## src/rtl/uart_tx_frame.sv

```systemverilog
// rtl/uart_tx_frame.sv - UART frame serialiser: start, 8 data bits LSB first, optional parity, 1-2 stop bits
module uart_tx_frame #(
  parameter int CLKS_PER_BIT = 434,
  parameter int PARITY       = 0,
  parameter int STOP_BITS    = 1
) (
  input  logic       clk_in,
  input  logic       rst_in,
  input  logic [7:0] tx_data,
  input  logic       tx_valid,
  output logic       tx_ready,
  output logic       tx_out,
  output logic       tx_busy
);

  if (CLKS_PER_BIT < 2 || CLKS_PER_BIT > 65535) begin : g_bad_clks_per_bit
    $error("uart_tx_frame: CLKS_PER_BIT must be within 2..65535");
  end
  if (PARITY < 0 || PARITY > 2) begin : g_bad_parity
    $error("uart_tx_frame: PARITY must be 0, 1 or 2");
  end
  if (STOP_BITS < 1 || STOP_BITS > 2) begin : g_bad_stop_bits
    $error("uart_tx_frame: STOP_BITS must be 1 or 2");
  end

  typedef enum logic [2:0] {
    S_IDLE   = 3'd0,
    S_START  = 3'd1,
    S_DATA   = 3'd2,
    S_PARITY = 3'd3,
    S_STOP   = 3'd4
  } state_t;

  localparam logic [15:0] LP_CELL_LAST  = 16'(CLKS_PER_BIT - 1);
  localparam logic [2:0]  LP_STOP_LAST  = 3'(STOP_BITS - 1);
  localparam logic        LP_HAS_PARITY = (PARITY != 0);
  localparam logic        LP_ODD        = (PARITY == 2);

  state_t      r_state;
  logic [15:0] r_cell;
  logic [2:0]  r_bit;
  logic [7:0]  r_shift;
  logic        r_parity;
  logic        r_tx_out;
  logic        r_tx_busy;
  logic        r_tx_ready;

  state_t      w_state_nxt;
  logic [15:0] w_cell_nxt;
  logic [2:0]  w_bit_nxt;
  logic [7:0]  w_shift_nxt;
  logic        w_parity_nxt;
  logic        w_tx_out_nxt;
  logic        w_busy_nxt;
  logic        w_ready_nxt;
  logic        w_fire;
  logic        w_cell_end;

  assign w_fire     = (r_state == S_IDLE) && r_tx_ready && tx_valid;
  assign w_cell_end = (r_cell == LP_CELL_LAST);

  always_ff @(posedge clk_in) begin
    if (rst_in) begin
      r_state    <= S_IDLE;
      r_cell     <= '0;
      r_bit      <= '0;
      r_shift    <= '0;
      r_parity   <= 1'b0;
      r_tx_out   <= 1'b1;
      r_tx_busy  <= 1'b0;
      r_tx_ready <= 1'b0;
    end else begin
      r_state    <= w_state_nxt;
      r_cell     <= w_cell_nxt;
      r_bit      <= w_bit_nxt;
      r_shift    <= w_shift_nxt;
      r_parity   <= w_parity_nxt;
      r_tx_out   <= w_tx_out_nxt;
      r_tx_busy  <= w_busy_nxt;
      r_tx_ready <= w_ready_nxt;
    end
  end

  // r_bit counts data bits in DATA and stop cells in STOP
  always_comb begin
    w_state_nxt  = r_state;
    w_cell_nxt   = r_cell;
    w_bit_nxt    = r_bit;
    w_shift_nxt  = r_shift;
    w_parity_nxt = r_parity;
    if (r_state != S_IDLE) begin
      w_cell_nxt = w_cell_end ? '0 : r_cell + 16'd1;
    end
    case (r_state)
      S_IDLE: begin
        if (w_fire) begin
          w_state_nxt  = S_START;
          w_cell_nxt   = '0;
          w_bit_nxt    = '0;
          w_shift_nxt  = tx_data;
          w_parity_nxt = LP_ODD ? ~(^tx_data) : (^tx_data);
        end
      end
      S_START: begin
        if (w_cell_end) w_state_nxt = S_DATA;
      end
      S_DATA: begin
        if (w_cell_end) begin
          if (r_bit == 3'd7) begin
            w_bit_nxt   = '0;
            w_state_nxt = LP_HAS_PARITY ? S_PARITY : S_STOP;
          end else begin
            w_bit_nxt   = r_bit + 3'd1;
            w_shift_nxt = {1'b0, r_shift[7:1]};
          end
        end
      end
      S_PARITY: begin
        if (w_cell_end) w_state_nxt = S_STOP;
      end
      S_STOP: begin
        if (w_cell_end) begin
          if (r_bit == LP_STOP_LAST) begin
            w_bit_nxt   = '0;
            w_state_nxt = S_IDLE;
          end else begin
            w_bit_nxt = r_bit + 3'd1;
          end
        end
      end
      default: begin
        w_state_nxt = S_IDLE;
        w_cell_nxt  = '0;
        w_bit_nxt   = '0;
      end
    endcase
  end

  // Outputs are decoded from the next state so they register in step with it
  always_comb begin
    w_tx_out_nxt = 1'b1;
    w_busy_nxt   = (w_state_nxt != S_IDLE);
    w_ready_nxt  = (w_state_nxt == S_IDLE);
    case (w_state_nxt)
      S_START:  w_tx_out_nxt = 1'b0;
      S_DATA:   w_tx_out_nxt = w_shift_nxt[0];
      S_PARITY: w_tx_out_nxt = w_parity_nxt;
      default:  w_tx_out_nxt = 1'b1;
    endcase
  end

  assign tx_out   = r_tx_out;
  assign tx_busy  = r_tx_busy;
  assign tx_ready = r_tx_ready;

endmodule

```

## config.mk

```make
export PLATFORM = sky130hd
export DESIGN_NAME = uart_tx_frame
export DESIGN_NICKNAME = d
export VERILOG_FILES = /design/src/rtl/uart_tx_frame.sv
export SDC_FILE = /design/constraint.sdc
export NUM_CORES = 1
export LEC_CHECK = 0
export BUFFER_PORTS_ARGS = -buffer_cell sky130_fd_sc_hd__buf_2
export CORE_UTILIZATION = 25
export DETAILED_ROUTE_END_ITERATION = 8
export PLACE_DENSITY = 0.41
export RECOVER_POWER = 25
export SYNTH_ARGS = -nofsm -noshare
export SYNTH_HDL_FRONTEND = slang
export SYNTH_SLANG_ARGS = --single-unit
export TNS_END_PERCENT = 10
```

## constraint.sdc

```tcl
create_clock -name clk_in -period 5 [get_ports clk_in]
set_input_delay 0.5 -clock clk_in [delete_from_list [all_inputs] [get_ports clk_in]]
set_output_delay 0.5 -clock clk_in [all_outputs]
set_load 0.01 [all_outputs]
```

-- Word-level counts from Yosys, hierarchy flattened
Index checks and enable logic that the tools add are counted.
W data, S select, Z words.
- reduce and logical (&&, ||, !) cells: 13
- muxes and demuxes: 25
- equality and inequality tests: 13
- $add $sub $neg: 2
- bitwise gates (word level): 1
- operators with widths (operator ; number):
    $mux W16 ; 3
    $mux W3 ; 12
    $pmux W16 S2 ; 1
    $mux W8 ; 3
    $add A16 B1 Y16 const B ; 1
    $eq A16 B9 Y1 const B ; 1
    $pmux W8 S2 ; 1
    $pmux W3 S5 ; 1
    $eq A3 B2 Y1 const B ; 4
    $pmux W3 S4 ; 1
    $logic_not A3 Y1 ; 3
    $ne A2 B2 Y1 const B ; 4
    $reduce_and A4 Y1 ; 2
    $reduce_xor A8 Y1 ; 1
    $eq A3 B1 Y1 const B ; 2
    $eq A3 B3 Y1 const B ; 2
    $reduce_bool A3 Y1 ; 2
    $reduce_or A4 Y1 ; 1
    $add A3 B1 Y3 const B ; 1
    $pmux W1 S3 ; 1
    $logic_and A1 B1 Y1 ; 2
    $mux W1 ; 2
    $reduce_bool A2 Y1 ; 1
    $reduce_or A2 Y1 ; 1
    $not A1 Y1 ; 1
- bits of input ports: 11
- logic and storage cells: 63
- flip-flop bits (word level): 34

-- Depth between registers and ports, before layout
Gate-level depths: netlist of run 1.
- depth in word-level cells: 7
- gate-level depth with buffers: 10
- gate-level depth less buffers: 8

-- Worst setup path before layout of run 1
Ideal clock, no wire load.
- path type: reg-to-reg
- from: reg r_bit[0]
- to: reg r_tx_out, in the netlist tx_out
- setup slack: 3.201 ns
- arrival time: 1.677 ns
- data required time: 4.878 ns
- cell stages (with the launch flop): 8
- buffers on the path: 0
- cells stage by stage: dfxtp_1 > ha_1 > ha_1 > nor3_1 > a21oi_2 > a21oi_2 > a21oi_1 > a311o_1
- word-level cells in the longest chain between the ends: 6
- ends and longest elaborated chain (item ; RTL line ; source):
    start, declared ; 41 ; logic [2:0] r_bit;
    start signal, assigned ; 75 ; r_bit <= w_bit_nxt;
    $eq A3 B3 Y1 / $logic_not A3 Y1 (equally long branches) ; 109, 123 ;
    $mux W3 (on tied branches) ; 109, 123 ;
    $mux W3 (on tied branches) ; 108, 122 ;
    $pmux W3 S5 ; 94 ; case (r_state)
    $eq A3 B2 Y1 / $eq A3 B1 Y1 (equally long branches) ; 144 ; case (w_state_nxt)
    $pmux W1 S3 (*) ; 144 ;
    end signal, assigned ; 78 ; r_tx_out <= w_tx_out_nxt;
    end, declared ; 44 ; logic r_tx_out;
Every way passes the cells marked *; elsewhere a longest branch is shown, timed or not. The select of a mux whose other input is x is not followed.
A chain may end at the register's enable or synchronous reset.

-- Final worst setup path of run 1
- from: reg r_state[2]
- to: reg r_tx_out, in the netlist tx_out
- word-level cells in the longest chain between the ends: 7
- ends and longest elaborated chain (item ; RTL line ; source):
    start, declared ; 39 ; state_t r_state;
    start signal, assigned ; 73 ; r_state <= w_state_nxt;
    $logic_not A3 Y1 ; 59, 94 ;
    $logic_and A1 B1 Y1 (2 in series) ; 59 ; assign w_fire = (r_state == S_IDLE) && r_tx_ready && tx_valid;
    $mux W3 ; 96 ; if (w_fire) begin
    $pmux W3 S5 ; 94 ;
    $eq A3 B2 Y1 / $eq A3 B1 Y1 (equally long branches) ; 144 ;
    $pmux W1 S3 (*) ; 144 ;
Marked as above.

==> metrics.md, run 1 <==
| Metric | Value |
|---|---|
| Outcome | `completed` |
| Post CTS Setup Buffer Count | `0` |
| Synth warn | `0` |
| Worst Hold Class | `reg2reg` |
| Hpwl dp | `2540 microns` |
| Max-cap viol count | `0` |
| Synth top area share | `39.8%` |
| Layout area overhead | `9.51%` |
| Unrepaired setup endpoints after global routing | `no` |
| DR vias | `1332` |
| Count of flip-flops with a built-in enable after synthesis | `0` |
| # setup viols final | `0` |
| Mapped Nets | `210` |
| Die Width | `84.7 microns` |
| Final WL | `3510 microns` |
| Crit share post-route | `55.2%` |
| Cell with the most instances after synthesis | `dfxtp_1` |
| Netlist cell types | `41` |
| Initial antenna violation count | `0` |
| Dpl cells | `277` |
| #FFs+latches synth | `34` |
| Setup TNS | `0 ps` |
| GRT overflow | `0` |
| Site Rows | `29` |
| Seq/Total Area, Yosys | `39.8%` |
| Static leakage | `0.000648 uW` |
| Synth async-reset ratio | `0%` |
| Worst reg2reg startpoint | `r_state[2]` |
| TritonCTS Buffers | `5` |
| Final min period | `2760 ps` |
| Max Slew Vio Count | `0` |
| Least-Margin Pin Slew | `969 ps` |
| Fmax | `362 MHz` |
| I/O Pins | `14` |
| Cells after synthesis | `194` |
| Crit path arrival time | `2930 ps` |
| Gpl congestion | `0.690` |
| Power Total | `532 uW` |
| Yosys top cell by area | `dfxtp_1` |
| Die Area | `0.00718 sq mm` |
| Power per cell area | `284 mW/mm^2` |
| Clock-pin transition on the worst setup and hold timing paths | `60 ps` |
| First-pass GRT wire length | `6010 microns` |
| Net Sw Frac | `23.7%` |
| Avg Cell Area, Syn | `8.82 sq um` |
| Post-cts resize count | `0` |
| Final Hold Vio Count | `0` |
| Top cells by count, synth | `34 x dfxtp_1, 26 x nor2_1, 16 x xnor2_1, 12 x a21oi_1, 11 x nand2_1` |
| CTS sink cnt | `34` |
| Hold Buf Count CTS | `0` |
| CTS tree | `yes` |
| Max-slew headroom | `35.2%` |
| Skew-Pair Late Insertion Delay | `280 ps` |
| Die Y | `84.7 microns` |
| Clock Power Share | `37.0%` |
| Core area | `0.00646 sq mm` |
| Total GRT Usage | `10.7%` |
| ANT cells | `0` |
| Max Buffers Root-to-Sink | `2` |
| Post-Synthesis Cell Area | `0.00171 sq mm` |
| Internal | `406 uW` |
| Vias in the first global route | `1256` |
| Largest net degree at the start of global routing | `16` |
| Worst-case reg-to-reg path depth | `6` |
| Sw power | `126 uW` |
| H-tree levels | `2` |
| Reg2reg setup slack | `2240 ps` |
| RR Endpoint | `tx_out` |
| Main flop type after synthesis | `dfxtp_1` |
| Power share of the sequential group | `53.3%` |
| Critical Path RT | `5170 ps` |
| Placement-stage cell area | `0.00183 sq mm` |
| Critical Path End | `tx_out` |
| WS Path Type | `reg2reg` |
| CTS root buf | `clkbuf_8` |
| DR WL/cell | `12.4 microns` |
| DR DRC count | `0` |
| Crit path from | `r_state[2]` |
| Drt pass-1 iters | `6` |
| Clk_skew | `4.03 ps` |
| # port buffers | `13` |
| Layout cells sized above 1 | `9.22%` |
| Non-Filler Instances | `283` |
| Worst vdd ir | `0.113 mV` |
| CP Max Fanout | `15` |
| Vias per cell | `4.71` |
| WHS Path Cells | `2` |
| Crit start category | `flop` |
| Initial Util | `26.5%` |
| Worst Setup End Kind | `flop` |
| Worst hold slack | `455 ps` |
| Comb pwr share | `9.7%` |
| Antenna viol nets, final | `0` |
| Final Cell Area | `0.00187 sq mm` |
| First-iteration detailed-routing DRC count | `76` |
| Top cells by area, synth | `dfxtp_1 40%, xnor2_1 8.2%, nor2_1 5.7%` |
| Final-stage net count | `223` |
-- per-stage QoR --
step	setup WS, ps	utilization, %
after floorplan	3200	-
after global placement	2880	28.4
after detailed placement	2840	28.4
after CTS	2820	29.6
after global routing	1990	29.0
final	2240	29.0
-- power groups by stage --
stage	clock network, uW	logic (uW)	registers, uW
6_report	197	51.5	284
4_1_cts	208	55.2	283
5_1_grt	219	58.4	284
3_3_place_gp	0	55.4	290
3_5_place_dp	0	55.0	290
2_1_floorplan	0	39.4	290
-- how the worst min path moves through the flow --
| stage | slack, ps | start | to |
|---|---|---|---|
| final | 460 | r_shift[3] | r_shift[3] |
| after global routing | 480 | r_shift[2] | r_shift[2] |
| after CTS | 460 | r_shift[3] | r_shift[3] |
| after detailed placement | 450 | r_shift[3] | r_shift[3] |
| after global placement | 450 | r_shift[2] | r_shift[2] |
| after floorplan | 440 | r_shift[2] | r_shift[2] |
-- logic make-up (layout without fill, tap and decap cells) --
family          after synthesis  after routing  share of synthesized area (%)
simple gates                 83             83                           26.2
compound gates               35             35                           14.3
flops                        34             34                           39.8
xor+xnor                     22             22                           11.3
buf+inv                      13             25                           3.66
fa+ha+maj                     5              5                           3.66
mux                           2              2                           1.17
-- worst max-delay path, cell delays in order, from the launching register on --
cell     delay (ps)
dfxtp_1         410
or3_1           540
nor2_1          780
a21oi_1         300
a21oi_2         250
a21oi_1          80
a311o_1         290
-- layout make-up --
class                      instances  area [sq um]
sequential                        34           681
tap                               77          96.3
fill                             706          4590
timing repair buffer              13          61.3
multi-input combinational        147           930
clock buffer                       6          82.6
inverter                           6          22.5
-- sequential cells by signal, indices dropped and copies added (netlist names) --
name,cells
r_bit,3
r_state,3
tx_ready,1
tx_out,1
tx_busy,1
r_parity,1
r_cell,16
r_shift,8
-- cells in the final DEF, fill, tap and decap left out, types with 2 or more instances in the layout --
| cell | n |
|---|---|
| xor2_1 | 6 |
| or3_1 | 3 |
| o22ai_1 | 2 |
| buf_2 | 10 |
| ha_1 | 5 |
| mux2i_1 | 2 |
| and2_1 | 2 |
| nor3_1 | 10 |
| nand2_1 | 11 |
| dfxtp_1 | 34 |
| clkbuf_1 | 3 |
| nor2b_1 | 6 |
| nand3_1 | 5 |
| nor2_1 | 27 |
| nand2b_1 | 5 |
| a31oi_1 | 2 |
| a22oi_1 | 6 |
| o21ai_0 | 3 |
| nor4b_1 | 2 |
| inv_1 | 6 |
| clkbuf_8 | 6 |
| xnor2_1 | 16 |
| and4_1 | 3 |
| nand4_1 | 5 |
| a21oi_1 | 13 |
-- per-layer routing --
metal,up-vias,GRT usage (%),part of all wire [%]
met5,-,0,0
met4,0,4.93,2.4
met3,8,2.75,3.1
met2,17,15.2,39
met1,606,15.1,55
li1,701,-,-
(Power assumes the default switching activity.)
==> run 2: changes to the inputs <==
--- a/config.mk
+++ b/config.mk
@@ -5,6 +5,7 @@
 export SDC_FILE = /design/constraint.sdc
 export NUM_CORES = 1
 export LEC_CHECK = 0
+export ABC_AREA = 1
 export BUFFER_PORTS_ARGS = -buffer_cell sky130_fd_sc_hd__buf_2
 export CORE_UTILIZATION = 25
 export DETAILED_ROUTE_END_ITERATION = 8
==> constraint.sdc (replaced) <==
create_clock -name clk_in -period 2.8 [get_ports clk_in]
set_input_delay 0.28 -clock clk_in [delete_from_list [all_inputs] [get_ports clk_in]]
set_output_delay 0.28 -clock clk_in [all_outputs]
set_load 0.01 [all_outputs]
==> metrics.md, run 2 <==
| Metric | Value |
|---|---|
| Outcome | `completed` |
| Vias per cell | `4.40 (-6.4%)` |
| DR vias | `1982 (+49%)` |
| Synth Area in Adders | `2.81% (-0.85 points)` |
| GRT overflow | `0 (unchanged)` |
| Reg with most FFs | `r_cell` |
| Final Hold Vio Count | `0 (unchanged)` |
| CTS tree | `yes` |
| Dpl cells | `442 (+60%)` |
| I/O Pins | `14 (unchanged)` |
| Crit path arrival time | `2400 ps (-530 ps)` |
| Initial Util | `25.6% (-0.85 points)` |
| Final-stage net count | `357 (+60%)` |
| Seq/Total Area, Yosys | `30.6% (-9.2 points)` |
| Die Area | `0.00928 sq mm (+29%)` |
| Final core utilization | `28.4% (-0.64 points)` |
| # port buffers | `13 (unchanged)` |
| Gpl congestion | `0.761 (+10%)` |
| Crit share post-route | `78.5% (+23 points)` |
| Power per cell area | `569 mW/mm^2 (+100%)` |
| Total GRT Usage | `12.7% (+2.0 points)` |
| Net Sw Frac | `34.5% (+11 points)` |
| Fillers | `985 (+40%)` |
| First-pass GRT wire length | `8950 microns (+49%)` |
| Die Y | `96.3 microns (+14%)` |
| Post-cts resize count | `0 (unchanged)` |
| Max-slew headroom | `51.0% (+16 points)` |
| Clock Power Share | `33.0% (-4.0 points)` |
| Fmax | `455 MHz (+26%)` |
| Static leakage | `0.000964 uW (+49%)` |
| Register area | `681 sq um (unchanged)` |
| Area of the multi-input gates | `0.00133 sq mm (+43%)` |
| DR WL/cell | `11.8 microns (-4.9%)` |
| CTS root buf | `clkbuf_8` |
| Critical Path RT | `3000 ps (-2170 ps)` |
| Crit start category | `flop` |
| Top cells by count, synth | `82 x nand2_1, 36 x nor2_1, 34 x dfxtp_1, 29 x nand3_1, 27 x inv_1` |
| Commonest non-fill, non-tap cell in the layout | `nand2_1` |
| CTS sink cnt | `34 (unchanged)` |
| Core area | `0.00868 sq mm (+34%)` |
| WS Path Type | `reg2reg` |
| Avg Cell Area, Syn | `6.70 sq um (-24%)` |
| Yosys top cell by area | `dfxtp_1` |
| Drt pass-1 iters | `4 (-2)` |
| Synth top area share | `30.6% (-9.2 points)` |
| Main flop type after synthesis | `dfxtp_1` |
| Vias in the first global route | `1845 (+47%)` |
| Most frequent cells in the layout | `84 x nand2_1, 37 x nor2_1, 34 x dfxtp_1` |
| Mux cell area share after synthesis | `0% (-1.2 points)` |
| Worst vdd ir | `0.266 mV (+130%)` |
| Hpwl dp | `4090 microns (+61%)` |
| Unrepaired setup endpoints after global routing | `no` |
| Final min period | `2200 ps (-563 ps)` |
| Xor-xnor portion of the synthesized cell area | `7.09% (-4.2 points)` |
| ANT cells | `0 (unchanged)` |
| Largest net degree at the start of global routing | `20 (+4)` |
| Cell with the most instances after synthesis | `nand2_1` |
| First-iteration detailed-routing DRC count | `76 (unchanged)` |
| TritonCTS Buffers | `5 (unchanged)` |
| Synth async-reset ratio | `0% (unchanged)` |
| Final WL | `5300 microns (+51%)` |
| Post-Synth Simple-Gate Area | `42.9% (+17 points)` |
| Worst Hold Class | `in2reg` |
| Clock-pin transition on the worst setup and hold timing paths | `80 ps (+20 ps)` |
| Comb pwr share | `25.8% (+16 points)` |
| #FFs+latches synth | `34 (unchanged)` |
| Initial antenna violation count | `0 (unchanged)` |
| Max-cap viol count | `0 (unchanged)` |
| Sw power | `482 uW (+280%)` |
| Mapped Nets | `348 (+66%)` |
| Cells after synthesis | `332 (+71%)` |
| Count of flip-flops with a built-in enable after synthesis | `0 (unchanged)` |
| Top Registers | `r_cell: 16 flops, r_shift: 8 flops` |
| Number of flip-flops in the largest register | `16 (unchanged)` |
| Synth Area in Compound Gates | `7.54% (-6.7 points)` |
| Non-Filler Instances | `450 (+59%)` |
| Worst Setup End Kind | `flop` |
| Post CTS Setup Buffer Count | `0 (unchanged)` |
| Skew-Pair Late Insertion Delay | `290 ps (about the same)` |
| H-tree levels | `2 (unchanged)` |
| Max Slew Vio Count | `0 (unchanged)` |
| Max Buffers Root-to-Sink | `2 (unchanged)` |
| Worst reg2reg startpoint | `r_state[1]` |
| Least-Margin Pin Slew | `732 ps (-237 ps)` |
| Power share of the sequential group | `41.2% (-12 points)` |
| Post-Synthesis Cell Area | `0.00222 sq mm (+30%)` |
| Layout area overhead | `10.6%` |
| Top cells by area, synth | `dfxtp_1 31%, nand2_1 14%, nand3_1 6.5%` |
| Min-delay src | `tx_data[3]` |
| Layout cells sized above 1 | `16.1% (+6.9 points)` |
| Die Width | `96.3 microns (+14%)` |
| Antenna viol nets, final | `0 (unchanged)` |
| Crit path from | `r_state[1]` |
| Setup TNS | `0 ps (unchanged)` |
| Synth warn | `0 (unchanged)` |
| Clk_skew | `6.02 ps (+1.99 ps)` |
| # setup viols final | `0 (unchanged)` |
| Hold Buf Count CTS | `0 (unchanged)` |
| Netlist cell types | `32 (-22%)` |
| Site Rows | `34 (+17%)` |
| Main combinational cell family by area after synthesis | `simple AND/OR/NAND/NOR gates` |
| CP Max Fanout | `18 (+3)` |
| Internal | `918 uW (+130%)` |
| DR DRC count | `0 (unchanged)` |
[run 2: changes by cell type after synthesis, moves of 10 or more]
| cell | before | now |
|---|---|---|
| inv_1 | 6 | 27 |
| nand2_1 | 11 | 82 |
| nand3_1 | 5 | 29 |
| nor2_1 | 26 | 36 |
| nor2_2 | 0 | 12 |
| o21ai_0 | 1 | 13 |
| xnor2_1 | 16 | 6 |
[run 2: cell type report]
type / instances / area share, %
Multi-Input combinational cell: 252 / 54.0
Sequential cell: 34 / 27.7
Inverter: 35 / 5.69
Tap cell: 108 / 5.49
Clock buffer: 5 / 2.80
Timing Repair Buffer: 13 / 2.49
Clock inverter: 3 / 1.83
[run 2: power groups by stage]
stage	Combinational [uW]	Clock [uW]	Sequential [uW]
final	361	462	577
after global routing	412	503	586
after CTS	377	481	578
after detailed placement	377	0	588
after global placement	379	0	591
after floorplan	296	0	583
[run 2: path summary, 6_finish.rpt]
check	end	slack, ps	depth (start not counted)
worst max-delay path	r_cell[8]	600	7
worst min-delay path	r_shift[3]	290	3
worst max register to register	r_cell[8]	600	7
worst min register to register	r_shift[7]	480	2
[run 2: cells by family (layout without fill, tap and decap cells)]
kind of cell | count (synthesis) | in the layout
simple gates | 199 | 199
buf+inv | 46 | 56
flops | 34 | 34
compound gates | 30 | 30
xor+xnor | 18 | 18
fa+ha+maj | 5 | 5
[run 2: through the flow]
step / cell area [sq um] / worst slack, ps / total power, uW / hold WS, ps
floorplan: 2220 / 1280 / 879 / 442
global placement: 2360 / 898 / 971 / 469
detailed placement: 2360 / 829 / 965 / 474
CTS: 2480 / 808 / 1440 / 288
global route: 2460 / 390 / 1500 / 284
finish: 2460 / 602 / 1400 / 290
[run 2: routing by layer]
layer / global-route usage, % / vias to the layer above / wire length [microns]
met5: 0 / - / 0
met4: 3.80 / 0 / 65
met3: 3.08 / 5 / 178
met2: 18.3 / 31 / 2150
met1: 18.4 / 870 / 2900
li1: - / 1076 / -
[run 2: critical path: stages (launching register included)]
cell     delay (ps)
dfxtp_1         340
inv_1           150
nand2_1         410
inv_4           240
nand2_1         110
nand2_1         150
nand3_2         400
nor3_1          310
